<file path="config.mk">
export PLATFORM = sky130hd
export DESIGN_NAME = mem_access_unit
export DESIGN_NICKNAME = d
export VERILOG_FILES = /design/src/rtl/mem_access_unit.sv
export SDC_FILE = /design/constraint.sdc
export NUM_CORES = 1
export LEC_CHECK = 0
export ABC_AREA = 1
export CAP_MARGIN = 25
export CORE_AREA = 3 3 109 111
export CTS_BUF_LIST = sky130_fd_sc_hd__clkbuf_4 sky130_fd_sc_hd__clkbuf_8 sky130_fd_sc_hd__clkbuf_16
export CTS_CLUSTER_DIAMETER = 30
export DETAILED_ROUTE_END_ITERATION = 16
export DIE_AREA = 0 0 112 114
export PLACE_DENSITY = 0.9
export RECOVER_POWER = 50
export SYNTH_ARGS = -nofsm -noshare
export SYNTH_HDL_FRONTEND = slang
export SYNTH_SLANG_ARGS = --single-unit
</file>
<file path="constraint.sdc">
create_clock -name clk -period 5.7 [get_ports clk]
set_clock_uncertainty 0.2 [all_clocks]
set_input_delay 1.14 -clock clk [delete_from_list [all_inputs] [get_ports clk]]
set_output_delay 1.14 -clock clk [all_outputs]
set_load 0.01 [all_outputs]
</file>
<file path="src/rtl/mem_access_unit.sv">
// rtl/mem_access_unit.sv - memory stage controller: one valid/yumi data-memory transaction per mem instruction
module mem_access_unit #(
    parameter int ADDR_W = 32,
    parameter int DATA_W = 32
) (
    input  logic              clk,
    input  logic              reset_n,
    input  logic              valid_i,
    input  logic              is_mem_op_i,
    input  logic              is_load_op_i,
    input  logic              is_store_op_i,
    input  logic              is_byte_op_i,
    input  logic [4:0]        rd_addr_i,
    input  logic [ADDR_W-1:0] addr_i,
    input  logic [DATA_W-1:0] store_data_i,
    output logic              dmem_v_o,
    output logic              dmem_w_o,
    output logic [ADDR_W-1:0] dmem_addr_o,
    output logic [DATA_W-1:0] dmem_wdata_o,
    output logic [3:0]        dmem_mask_o,
    input  logic              dmem_yumi_i,
    input  logic              dmem_rdata_v_i,
    input  logic [DATA_W-1:0] dmem_rdata_i,
    output logic              stall_o,
    output logic              wb_v_o,
    output logic [4:0]        wb_rd_o,
    output logic [DATA_W-1:0] wb_data_o,
    output logic              misalign_o
);

    typedef enum logic [1:0] {IDLE, REQ, WAIT, DONE} state_t;

    state_t     state, state_n;
    logic       load_q;
    logic       byte_q;
    logic [1:0] lane_q;
    logic [4:0] rd_q;
    logic       is_mem;
    logic       misaligned;
    logic       capture;
    logic       rsp_take;

    // Any mem op that is not a load is treated as a store, so the store flag is informational.
    logic       unused_store_flag;
    assign unused_store_flag = is_store_op_i;

    assign is_mem     = valid_i & is_mem_op_i;
    assign misaligned = ~is_byte_op_i & (addr_i[1:0] != 2'b00);
    assign capture    = (state == IDLE) & is_mem & ~misaligned;
    assign rsp_take   = dmem_rdata_v_i & ((state == WAIT) | ((state == REQ) & dmem_yumi_i & load_q));

    always_comb begin
        state_n  = state;
        dmem_v_o = 1'b0;
        stall_o  = 1'b0;
        wb_v_o   = 1'b0;
        case (state)
            IDLE: begin
                stall_o = is_mem & ~misaligned;
                if (capture) state_n = REQ;
            end
            REQ: begin
                dmem_v_o = 1'b1;
                stall_o  = 1'b1;
                if (dmem_yumi_i) begin
                    if (!load_q || dmem_rdata_v_i) state_n = DONE;
                    else                           state_n = WAIT;
                end
            end
            WAIT: begin
                stall_o = 1'b1;
                if (dmem_rdata_v_i) state_n = DONE;
            end
            DONE: begin
                wb_v_o  = load_q;
                state_n = IDLE;
            end
            default: state_n = IDLE;
        endcase
    end

    always_ff @(posedge clk) begin
        if (!reset_n) begin
            state        <= IDLE;
            load_q       <= 1'b0;
            byte_q       <= 1'b0;
            lane_q       <= 2'b00;
            rd_q         <= 5'd0;
            dmem_w_o     <= 1'b0;
            dmem_addr_o  <= '0;
            dmem_wdata_o <= '0;
            dmem_mask_o  <= 4'h0;
            wb_rd_o      <= 5'd0;
            wb_data_o    <= '0;
            misalign_o   <= 1'b0;
        end else begin
            state      <= state_n;
            misalign_o <= (state == IDLE) & is_mem & misaligned;
            if (capture) begin
                load_q       <= is_load_op_i;
                byte_q       <= is_byte_op_i;
                lane_q       <= addr_i[1:0];
                rd_q         <= rd_addr_i;
                dmem_w_o     <= ~is_load_op_i;
                dmem_addr_o  <= {addr_i[ADDR_W-1:2], 2'b00};
                dmem_wdata_o <= is_byte_op_i ? {4{store_data_i[7:0]}} : store_data_i;
                if (is_load_op_i)      dmem_mask_o <= 4'h0;
                else if (is_byte_op_i) dmem_mask_o <= 4'b0001 << addr_i[1:0];
                else                   dmem_mask_o <= 4'hF;
            end
            if (rsp_take) begin
                wb_rd_o   <= rd_q;
                wb_data_o <= byte_q ? {{(DATA_W-8){1'b0}}, dmem_rdata_i[{lane_q, 3'b000} +: 8]}
                                    : dmem_rdata_i;
            end
        end
    end

endmodule

</file>
### Word level (Yosys, flattened, before mapping)

Index checks and enable logic that the tools add are counted.

| word-level totals | value |
|---|---|
| register bits | 116 |
| word-level logic and storage cells | 51 |
| output and inout bits | 110 |

| operators by class | value |
|---|---|
| shift operators | 2 |
| reduce and logical (&&, ||, !) cells | 6 |
| equal/unequal tests | 6 |
| muxes and demuxes | 12 |
| bitwise gates (word level) | 13 |

Operator list:

| operator | number |
|---|---|
| $mux W32 | 2 |
| $shiftx A32 B6 Y8 | 1 |
| $and A1 B1 Y1 | 9 |
| $mux W4 | 2 |
| $pmux W2 S4 | 1 |
| $mux W2 | 3 |
| $ne A2 B2 Y1 const B | 3 |
| $eq A2 B2 Y1 const B | 2 |
| $shl A1 B2 Y4 const A | 1 |
| $mux W1 | 3 |
| $not A1 Y1 | 3 |
| $reduce_and A3 Y1 | 1 |
| $eq A2 B1 Y1 const B | 1 |
| $logic_not A2 Y1 | 1 |
| $pmux W1 S2 | 1 |
| $reduce_bool A2 Y1 | 1 |
| $reduce_or A2 Y1 | 1 |
| $logic_not A1 Y1 | 1 |
| $logic_or A1 B1 Y1 | 1 |
| $or A1 B1 Y1 | 1 |

### Logic depth before layout (Yosys ltp)

Gate-level depths: netlist of run 1.

| logic depth | value |
|---|---|
| word-level depth | 6 |
| mapped depth | 10 |
| mapped depth without buffers | 9 |

### Worst setup path before layout of run 1

No wires, ideal clock.

| path | value |
|---|---|
| path type | in2out |
| from | input addr_i[0] |
| to | output stall_o |
| arrival | 1.932 ns |
| slack | 2.428 ns |
| stages on the path | 7 |
| required time | 4.360 ns |
| cells stage by stage | inv_1 nand2_2 nand2_1 nand2_2 buf_6 buf_6 a21oi_1 |

| on the way | value |
|---|---|
| word-level cells in the longest chain between the ends | 5 |

RTL lines:

| element | RTL line | text |
|---|---|---|
| start, declared | 14 | `input logic [ADDR_W-1:0] addr_i,` |
| $reduce_bool A2 Y1 | 48 | `assign misaligned = ~is_byte_op_i & (addr_i[1:0] != 2'b00);` |
| $and A1 B1 Y1 | 48 |  |
| $not A1 Y1 | 59 | `stall_o = is_mem & ~misaligned;` |
| $and A1 B1 Y1 | 59 |  |
| $pmux W1 S2 | 57 | `case (state)` |
| end, declared | 24 | `output logic stall_o,` |

Every way passes these cells.

### Worst setup path in the final report of run 1

| path | value |
|---|---|
| from | input is_byte_op_i |
| to | output stall_o |

| on the way | value |
|---|---|
| word-level cells in the longest chain between the ends | 5 |

RTL lines:

| element | RTL line | text |
|---|---|---|
| start, declared | 12 | `input logic is_byte_op_i,` |
| $not A1 Y1 | 48 |  |
| $and A1 B1 Y1 | 48 |  |
| $not A1 Y1 | 59 |  |
| $and A1 B1 Y1 | 59 |  |
| $pmux W1 S2 | 57 |  |

Every way passes these cells.

==> reports/metrics.csv, run 1 <==
stage;metric;value;unit
run;drv_cap;1;
critical_path;crit_path_frequent_cell;clkdlybuf4s50_1;
pwr;power.leakage;3.38;nW
finish;fin_cells;1044;
synthesis;synth_top_cell_area_share;47.6;%
synthesis;synth_top_cell_by_area;dfxtp_1;
worst_hold_path;whs_path_depth;2;
floorplanning;core;10900;µm²
finish;nFillCells;882;
pwr;power.total;2.77;mW
synthesis;synth_commonest_cells;nand2_1 (167), nor2_1 (148), dfxtp_1 (116);
global_route;grt_start_max_net_pins;88;
critical_path;path_buf_inv;4;
floorplanning;fp.dieArea;12800;µm²
cts;htree_levels;4;
placed_design;gp_congestion;0.804;
route;drc_errors;0;
sta;maxSlewViolCount;38;
floorplanning;die_x;112;µm
floorplanning;io_pins;220;
cts;cts_tree;yes;
critical_path;r2r_start;state[1];
finish;multi_input_area;2150;µm²
placed_design;io_buffers;216;
route;wl;15100;µm
placed_design;place_inst;1012;
synthesis;synth_edf_count;0;
cts;cts_inserted_buffers;17;
sta;max-slew-margin-rel;-81.7;%
global_route;first_global_vias;4920;
route;top_layer_used;met4;
global_route;grt_pass1_wl;24100;µm
critical_path;path_cells;clkdlybuf4s50_1 -> buf_4 -> inv_1 -> nand2_1 -> nand2_2 -> a21oi_1 -> clkdlybuf4s50_1;
cts;cts_buffer_depth;2;
cts;clkSinkCount;116;
global_route;grtUsageTotal;23.3;%
status;violations;max-capacitance violations, max-slew violations;
synthesis;avgSynthCellArea;7.02;µm²
status;outcome;complete, but fails checks;
synthesis;async_reset_ff_share;0;%
synthesis;synth_flop_cell;dfxtp_1;
pwr;ir_worst_vdd;0.000187;V
critical_path;worstPathRequired;4.36;ns
floorplanning;rows;38;
route;wire_per_inst;14.5;µm
cts;clock_latency;0.49;ns
cts;cts_resized;0;
synthesis;yosysMostFrequentCell;nand2_1;
critical_path;reg2reg_depth;6;
sta;finalSetupTns;0;ns
synthesis;synth_area_leaders;dfxtp_1 (48%), nand2_1 (13%), nor2_1 (11%);
sta;finalCriticalPeriod;4.56;ns
critical_path;critical_path.startpoint_type;input pin;
critical_path;path_max_fanout;27;
route;wl_met3;1600;µm
synthesis;ys.warnings.count;0;
global_route;grt_antenna_before_repair;0;
route;route.met2.wl;7590;µm
critical_path;crit_type;input pin to output port;
finish;design_area;7630;µm²
placed_design;dpl_cell_area;7010;µm²
critical_path;path_depth;7;
route;vias;5085;
route;vias_per_cell;4.87;
cts;root_buffer;clkbuf_8;
sta;final-hold-violation-count;0;
critical_path;slowest_stage;inv_1;
route;drt-pass1-iter-count;5;
critical_path;crit_family;buffers and inverters;
route;met1Wirelength;5780;µm
cts;cts.clk_slew.worst_paths;0.06;ns
sta;max_freq;220;MHz
finish;ff_latch_area;2320;µm²
critical_path;arrival;3.22;ns
critical_path;cp-startpoint;is_byte_op_i;
critical_path;end_kind;output port;
sta;setup_violations;0;
synthesis;ys_types;24;
synthesis;syn_inst;695;
critical_path;crit_end;stall_o;
critical_path;reg2reg_slack;2.08;ns
critical_path;rr_endpoint;wb_data_o[12];
route;antenna_left;0;
synthesis;synth_area;4880;µm²
route;drt_iter0_markers;412;
finish;finish.net_count;1007;
critical_path;slowest_delay;0.65;ns
finish;layout-drive-gt1-share;4.65;%
worst_hold_path;hold_class;flop to flop;
synthesis;ys_seq_elements;116;
sta;period_share;79.9;%
cts;post-cts-setup-buffers;0;
finish;antenna_cells;0;
finish;syn2layout_area_growth;56.3;%
sta;worst_slew_pin_slew;2.73;ns
floorplanning;die-height;114;µm
sta;holdWs;0.259;ns
placed_design;hpwl;10500;µm
floorplanning;initial_core_util;44.8;%
pwr;powerDensity;363;nW/µm²
synthesis;seq_area_frac_synth;47.6;%
sta;rsz0062_at_grt;false;
cts;holdBufCountCts;0;
global_route;grt.overflow.total;0;
[cell families after synthesis]
family	after synthesis	share of synthesized area [%]
buffers and inverters	84	8.08
AOI/OAI and AO/OA	128	13.6
DFF	116	47.6
other	1	0.0768
adders and majority gates	6	1.54
and+or+nand+nor	360	29.1
[power by group]
group | internal [mW] | leakage [nW] | switching, mW | total [mW]
combinational | 0.322 | 2.14 | 0.342 | 0.664
clock | 0.727 | 0.298 | 0.395 | 1.12
sequential | 0.920 | 0.945 | 0.0627 | 0.983
total | 1.97 | 3.38 | 0.800 | 2.77
[placed cells by master (no fill, tap or decap), drive strengths merged]
cell type,instances
nand3,40
ha,6
a21oi,46
nand4,1
dlygate4sd3,82
inv,42
bufinv,4
clkinvlp,3
clkdlybuf4s50,133
conb,2
o21bai,1
buf,5
clkbuf,18
nor2,149
o21ai,81
dfxtp,116
nand2,170
clkinv,5
[registers in the layout, indices dropped and copies added, names as in the netlist]
register	count
wb_rd_o	5
load_q	1
rd_q	5
dmem_addr_o	30
wb_data_o	32
dmem_wdata_o	32
dmem_mask_o	4
lane_q	2
dmem_w_o	1
misalign_o	1
byte_q	1
state	2
[worst min path at each step]
stage,startpoint,end,slack [ns]
finish,wb_data_o[25],wb_data_o[25],0.26
global route,wb_data_o[11],wb_data_o[11],0.28
CTS,wb_data_o[25],wb_data_o[25],0.26
detailed placement,wb_data_o[25],wb_data_o[25],0.25
global placement,wb_data_o[19],wb_data_o[19],0.25
floorplan,rd_q[4],rd_q[4],0.25
[layer usage]
layer | vias to the layer above | GRT usage (%)
met5 | - | 0
met4 | 0 | 6.33
met1 | 2284 | 25.6
met2 | 198 | 41.6
li1 | 2590 | -
met3 | 13 | 9.97
[stage by stage]
stage,utilization [%],setup WS [ns]
after floorplan,-,2.43
after global routing,70.0,1.00
final,70.0,1.14
after CTS,70.2,1.40
after global placement,64.4,1.40
after detailed placement,64.4,1.41
[worst min-delay path: stages (launching register included)]
cell and delay [ns]:
dfxtp_1 0.30, nand2_1 0.05, a21oi_1 0.05
[cell type report]
type	instances	share of cell area, %
Inverter	40	1.97
Multi-Input combinational cell	496	28.2
Sequential cell	116	30.5
Clock inverter	14	2.63
Clock buffer	18	5.61
Tap cell	140	2.30
Timing Repair Buffer	220	28.8
Power figures use the tool's default switching activity.
==> inputs of run 2 (changes only) <==
Settings changed: CORE_AREA 3 3 109 111 to 3 3 112 114, DIE_AREA 0 0 112 114 to 0 0 115 117, PLACE_DENSITY 0.9 to 0.86.
Clock period 5.7 ns to 4.36 ns, I/O delays scaled along.
==> reports/metrics.csv, run 2 (synthesis results as in run 1) <==
stage;metric;value;unit
sta;rsz0062_at_grt;false;
status;outcome;complete, but fails checks;
floorplanning;fp.dieArea;13500;µm²
sta;final-hold-violation-count;0;
critical_path;reg2reg_depth;6;
route;vias_per_cell;4.86;
sta;max_freq;268;MHz
global_route;grt_antenna_before_repair;0;
cts;clock_latency;0.42;ns
sta;maxSlewViolCount;38;
critical_path;end_kind;output port;
finish;layout_commonest_cell;nand2_1;
floorplanning;rows;39;
sta;setup_violations;0;
placed_design;gp_congestion;0.879;
finish;final_cell_mix;nand2_1 (167), nor2_1 (148), dfxtp_1 (116);
cts;cts_tree;yes;
placed_design;hpwl;10400;µm
cts;holdBufCountCts;0;
global_route;grt.overflow.total;0;
sta;max-slew-margin-rel;-7.50;%
finish;reg_top3;dmem_wdata_o: 32 flops, wb_data_o: 32 flops, dmem_addr_o: 30 flops;
placed_design;io_buffers;216;
critical_path;slowest_delay;0.83;ns
placed_design;place_inst;1015;
critical_path;slowest_stage;dlygate4sd3_1;
finish;finalCoreUtilization;66.8;%
run;drv_cap;1;
finish;finish.net_count;1007;
global_route;grtUsageTotal;22.6;%
floorplanning;initial_core_util;42.4;%
global_route;first_global_vias;4870;
floorplanning;core;11500;µm²
critical_path;arrival;2.65;ns
floorplanning;die_x;115;µm
cts;post-cts-setup-buffers;0;
route;antenna_left;0;
worst_hold_path;hold_class;flop to flop;
sta;period_share;85.5;%
critical_path;rr_endpoint;wb_data_o[21];
finish;design_area;7690;µm²
floorplanning;io_pins;220;
cts;htree_levels;4;
sta;finalCriticalPeriod;3.73;ns
route;wl;15100;µm
critical_path;r2r_start;state[1];
critical_path;worstPathRequired;3.29;ns
finish;syn2layout_area_growth;57.6;%
worst_hold_path;holdPathEnd;wb_data_o[29];
critical_path;crit_type;input pin to output port;
route;wire_per_inst;14.4;µm
cts;cts_resized;0;
route;vias;5085;
critical_path;path_max_fanout;12;
critical_path;crit_family;buffers and inverters;
pwr;powerDensity;487;nW/µm²
cts;root_buffer;clkbuf_16;
cts;cts.clk_slew.worst_paths;0.05;ns
floorplanning;die-height;117;µm
route;drc_errors;0;
cts;clkSinkCount;116;
finish;fin_cells;1047;
route;drt_iter0_markers;313;
worst_hold_path;min_from;wb_data_o[29];
route;drt-pass1-iter-count;4;
global_route;grt_start_max_net_pins;88;
sta;worst_slew_pin_slew;1.61;ns
cts;cts_buffer_depth;2;
worst_hold_path;whs_path_depth;2;
pwr;ir_worst_vdd;0.000284;V
critical_path;path_cells;dlygate4sd3_1 -> inv_2 -> nand2_1 -> nand2_2 -> a21oi_1 -> clkdlybuf4s50_1;
sta;finalSetupTns;0;ns
placed_design;dpl_cell_area;7020;µm²
critical_path;critical_path.startpoint_type;input pin;
pwr;power.leakage;3.49;nW
finish;antenna_cells;0;
status;violations;max-capacitance violations, max-slew violations;
cts;cts_inserted_buffers;17;
critical_path;reg2reg_slack;1.53;ns
global_route;grt_pass1_wl;23600;µm
critical_path;path_buf_inv;3;
finish;layout-drive-gt1-share;4.87;%
==> run 2: changes by cell type in the layout (fill, tap and decap cells not counted), sizes merged <==
cell,previous run,this run
clkinvlp,3,1
clkinv,5,3
clkdlybuf4s50,133,109
inv,42,39
dlygate4sd3,82,106
bufinv,4,6
clkbuf,18,23
==> run 2: worst max path at each step <==
stage | cells past startpoint | end | slack, ns | start
finish | 6 | stall_o | 0.63 | is_byte_op_i
global route | 6 | stall_o | 0.52 | is_byte_op_i
CTS | 6 | stall_o | 0.70 | is_byte_op_i
detailed placement | 6 | stall_o | 0.71 | is_byte_op_i
global placement | 6 | stall_o | 0.73 | is_byte_op_i
floorplan | 7 | stall_o | 1.62 | addr_i[0]
==> run 2: stage by stage <==
step / hold slack, ns / power (mW) / setup slack (ns)
3_3_place_gp: 0.252 / 2.19 / 0.729
3_5_place_dp: 0.255 / 2.21 / 0.706
5_1_grt: 0.277 / 3.94 / 0.519
6_report: 0.257 / 3.74 / 0.633
4_1_cts: 0.263 / 3.83 / 0.700
2_1_floorplan: 0.250 / 1.76 / 1.62
==> run 2: metal layers <==
metal | routed length (µm) | track usage, %
met5 | 0 | 0
met4 | 300 | 10.9
met3 | 1520 | 9.97
met2 | 7430 | 37.9
met1 | 5840 | 24.6
==> run 2: cell type report <==
| cell class | count | area [µm²] |
|---|---|---|
| Fill cell | 976 | 3820 |
| Sequential cell | 116 | 2320 |
| Timing Repair Buffer | 220 | 2200 |
| Multi-Input combinational cell | 496 | 2150 |
| Clock buffer | 23 | 489 |
| Clock inverter | 9 | 198 |
| Tap cell | 143 | 179 |
| Inverter | 40 | 150 |
==> run 2: tightest hold or removal path, stage by stage (launching register included) <==
cell	delay (ns)
dfxtp_1	0.30
nand2_1	0.06
a21oi_1	0.05
==> run 2: report_power, final <==
| group | total (mW) | switching [mW] | internal, mW |
|---|---|---|---|
| Clock | 1.61 | 0.474 | 1.13 |
| Sequential | 1.29 | 0.0811 | 1.20 |
| Combinational | 0.850 | 0.442 | 0.408 |
| Total | 3.74 | 0.997 | 2.75 |
==> inputs of run 3 (changes only) <==
Settings changed: CORE_AREA 3 3 112 114 to 3 3 109 111, DIE_AREA 0 0 115 117 to 0 0 112 114, PLACE_DENSITY 0.86 to 0.9.
Clock period 4.36 ns to 4.7 ns, I/O delays scaled along.
==> reports/metrics.csv, run 3 (synthesis results as in run 1) <==
stage;metric;value;unit
status;outcome;complete, but fails checks;
status;violations;max-capacitance violations, max-slew violations;
global_route;use_met1;26.8;%
placed_design;dp_slack;0.906;ns
route;wire_per_inst;14.3;µm
critical_path;end_kind;flop;
critical_path;critical_path.startpoint_type;input pin;
floorplanning;io_pins;220;
global_route;grt_start_max_net_pins;75;
route;drc_errors;0;
sta;max_freq;257;MHz
pwr;power.leakage;3.36;nW
floorplanning;initial_core_util;44.8;%
floorplanning;die_x;112;µm
route;wl;14900;µm
finish;antenna_cells;0;
cts;root_buffer;clkbuf_8;
finish;syn2layout_area_growth;55.9;%
placed_design;hpwl;10600;µm
critical_path;path_max_fanout;37;
cts;cts_resized;0;
sta;finalCriticalPeriod;3.89;ns
run;drv_cap;1;
sta;rsz0062_at_grt;false;
cts;cts_inserted_buffers;17;
global_route;grt_pass1_wl;24100;µm
critical_path;crit_type;input pin to flop;
pwr;power.total;3.31;mW
cts;cts.clk_slew.worst_paths;0.06;ns
cts;htree_levels;4;
route;vias;5117;
floorplanning;die-height;114;µm
finish;finish.net_count;1008;
critical_path;arrival;4.10;ns
sta;finalSetupTns;0;ns
cts;cts_buffer_depth;2;
finish;reg_top3;dmem_wdata_o: 32 flops, wb_data_o: 32 flops, dmem_addr_o: 30 flops;
sta;period_share;82.9;%
placed_design;dpl_cell_area;7010;µm²
worst_hold_path;whs_path_depth;2;
placed_design;io_buffers;216;
finish;layout-drive-gt1-share;4.86;%
finish;design_area;7610;µm²
cts;clkSinkCount;116;
sta;worst_slew_pin_slew;2.67;ns
sta;final-hold-violation-count;0;
cts;cts_tree;yes;
cts;clock_latency;0.50;ns
floorplanning;fp.dieArea;12800;µm²
route;drt-pass1-iter-count;5;
pwr;ir_worst_vdd;0.000230;V
pwr;powerDensity;436;nW/µm²
cts;post-cts-setup-buffers;0;
critical_path;worstPathRequired;4.90;ns
global_route;first_global_vias;4928;
floorplanning;core;10900;µm²
sta;maxSlewViolCount;38;
worst_hold_path;hold_class;flop to flop;
route;drt_iter0_markers;399;
finish;layout_commonest_cell;nand2_1;
floorplanning;rows;38;
global_route;met2_usage;38.7;%
finish;finalCoreUtilization;69.9;%
cts;holdBufCountCts;0;
global_route;top_usage_layer;met2;
placed_design;gp_congestion;0.835;
finish;final_cell_mix;nand2_1 (167), nor2_1 (148), clkdlybuf4s50_1 (135);
critical_path;reg2reg_depth;6;
global_route;grt_antenna_before_repair;1;
route;antenna_left;0;
route;vias_per_cell;4.90;
global_route;grt.overflow.total;0;
global_route;gr-usage-met3;9.92;%
sta;setup_ws;0.806;ns
sta;max-slew-margin-rel;-78.3;%
global_route;grtUsageTotal;23.3;%
sta;setup_violations;0;
-- run 3: per-stage QoR --
stage | hold slack (ns) | std cells
CTS | 0.264 | 1045
detailed placement | 0.255 | 1013
floorplan | 0.250 | 696
global route | 0.279 | 1045
finish | 0.259 | 1045
global placement | 0.251 | 1013
-- run 3: path summary, 6_finish.rpt --
| check | to | slack [ns] | from |
|---|---|---|---|
| setup / recovery | wb_data_o[26] | 0.81 | dmem_yumi_i |
| hold / removal | dmem_mask_o[3] | 0.26 | dmem_mask_o[3] |
| setup reg to reg | wb_data_o[26] | 1.05 | state[1] |
| hold reg to reg | dmem_mask_o[3] | 0.26 | dmem_mask_o[3] |
-- run 3: worst max-delay path: stages --
cell,delay [ns]
dlygate4sd3_1,0.55
nand3_1,0.11
a21oi_1,1.97
nand3_1,0.26
a21oi_1,0.25
-- run 3: area by class of cell --
| class | instances | area, µm² |
|---|---|---|
| sequential | 116 | 2320 |
| clock inverter | 13 | 171 |
| timing repair buffer | 221 | 2190 |
| multi-input combinational | 496 | 2150 |
| fill | 875 | 3280 |
| inverter | 40 | 150 |
| clock buffer | 19 | 442 |
| tap | 140 | 175 |
-- run 3: layer usage --
metal / routed length (µm) / vias to the layer above
li1: - / 2596
met1: 5830 / 2269
met2: 7140 / 226
met3: 1640 / 24
met4: 311 / 2
met5: 20 / -
-- run 3: power breakdown --
group          switching (mW)  leakage (nW)  total (mW)  internal, mW
Combinational           0.411          2.13       0.800         0.389
Clock                   0.479         0.284        1.32         0.843
Sequential             0.0751         0.945        1.19          1.12
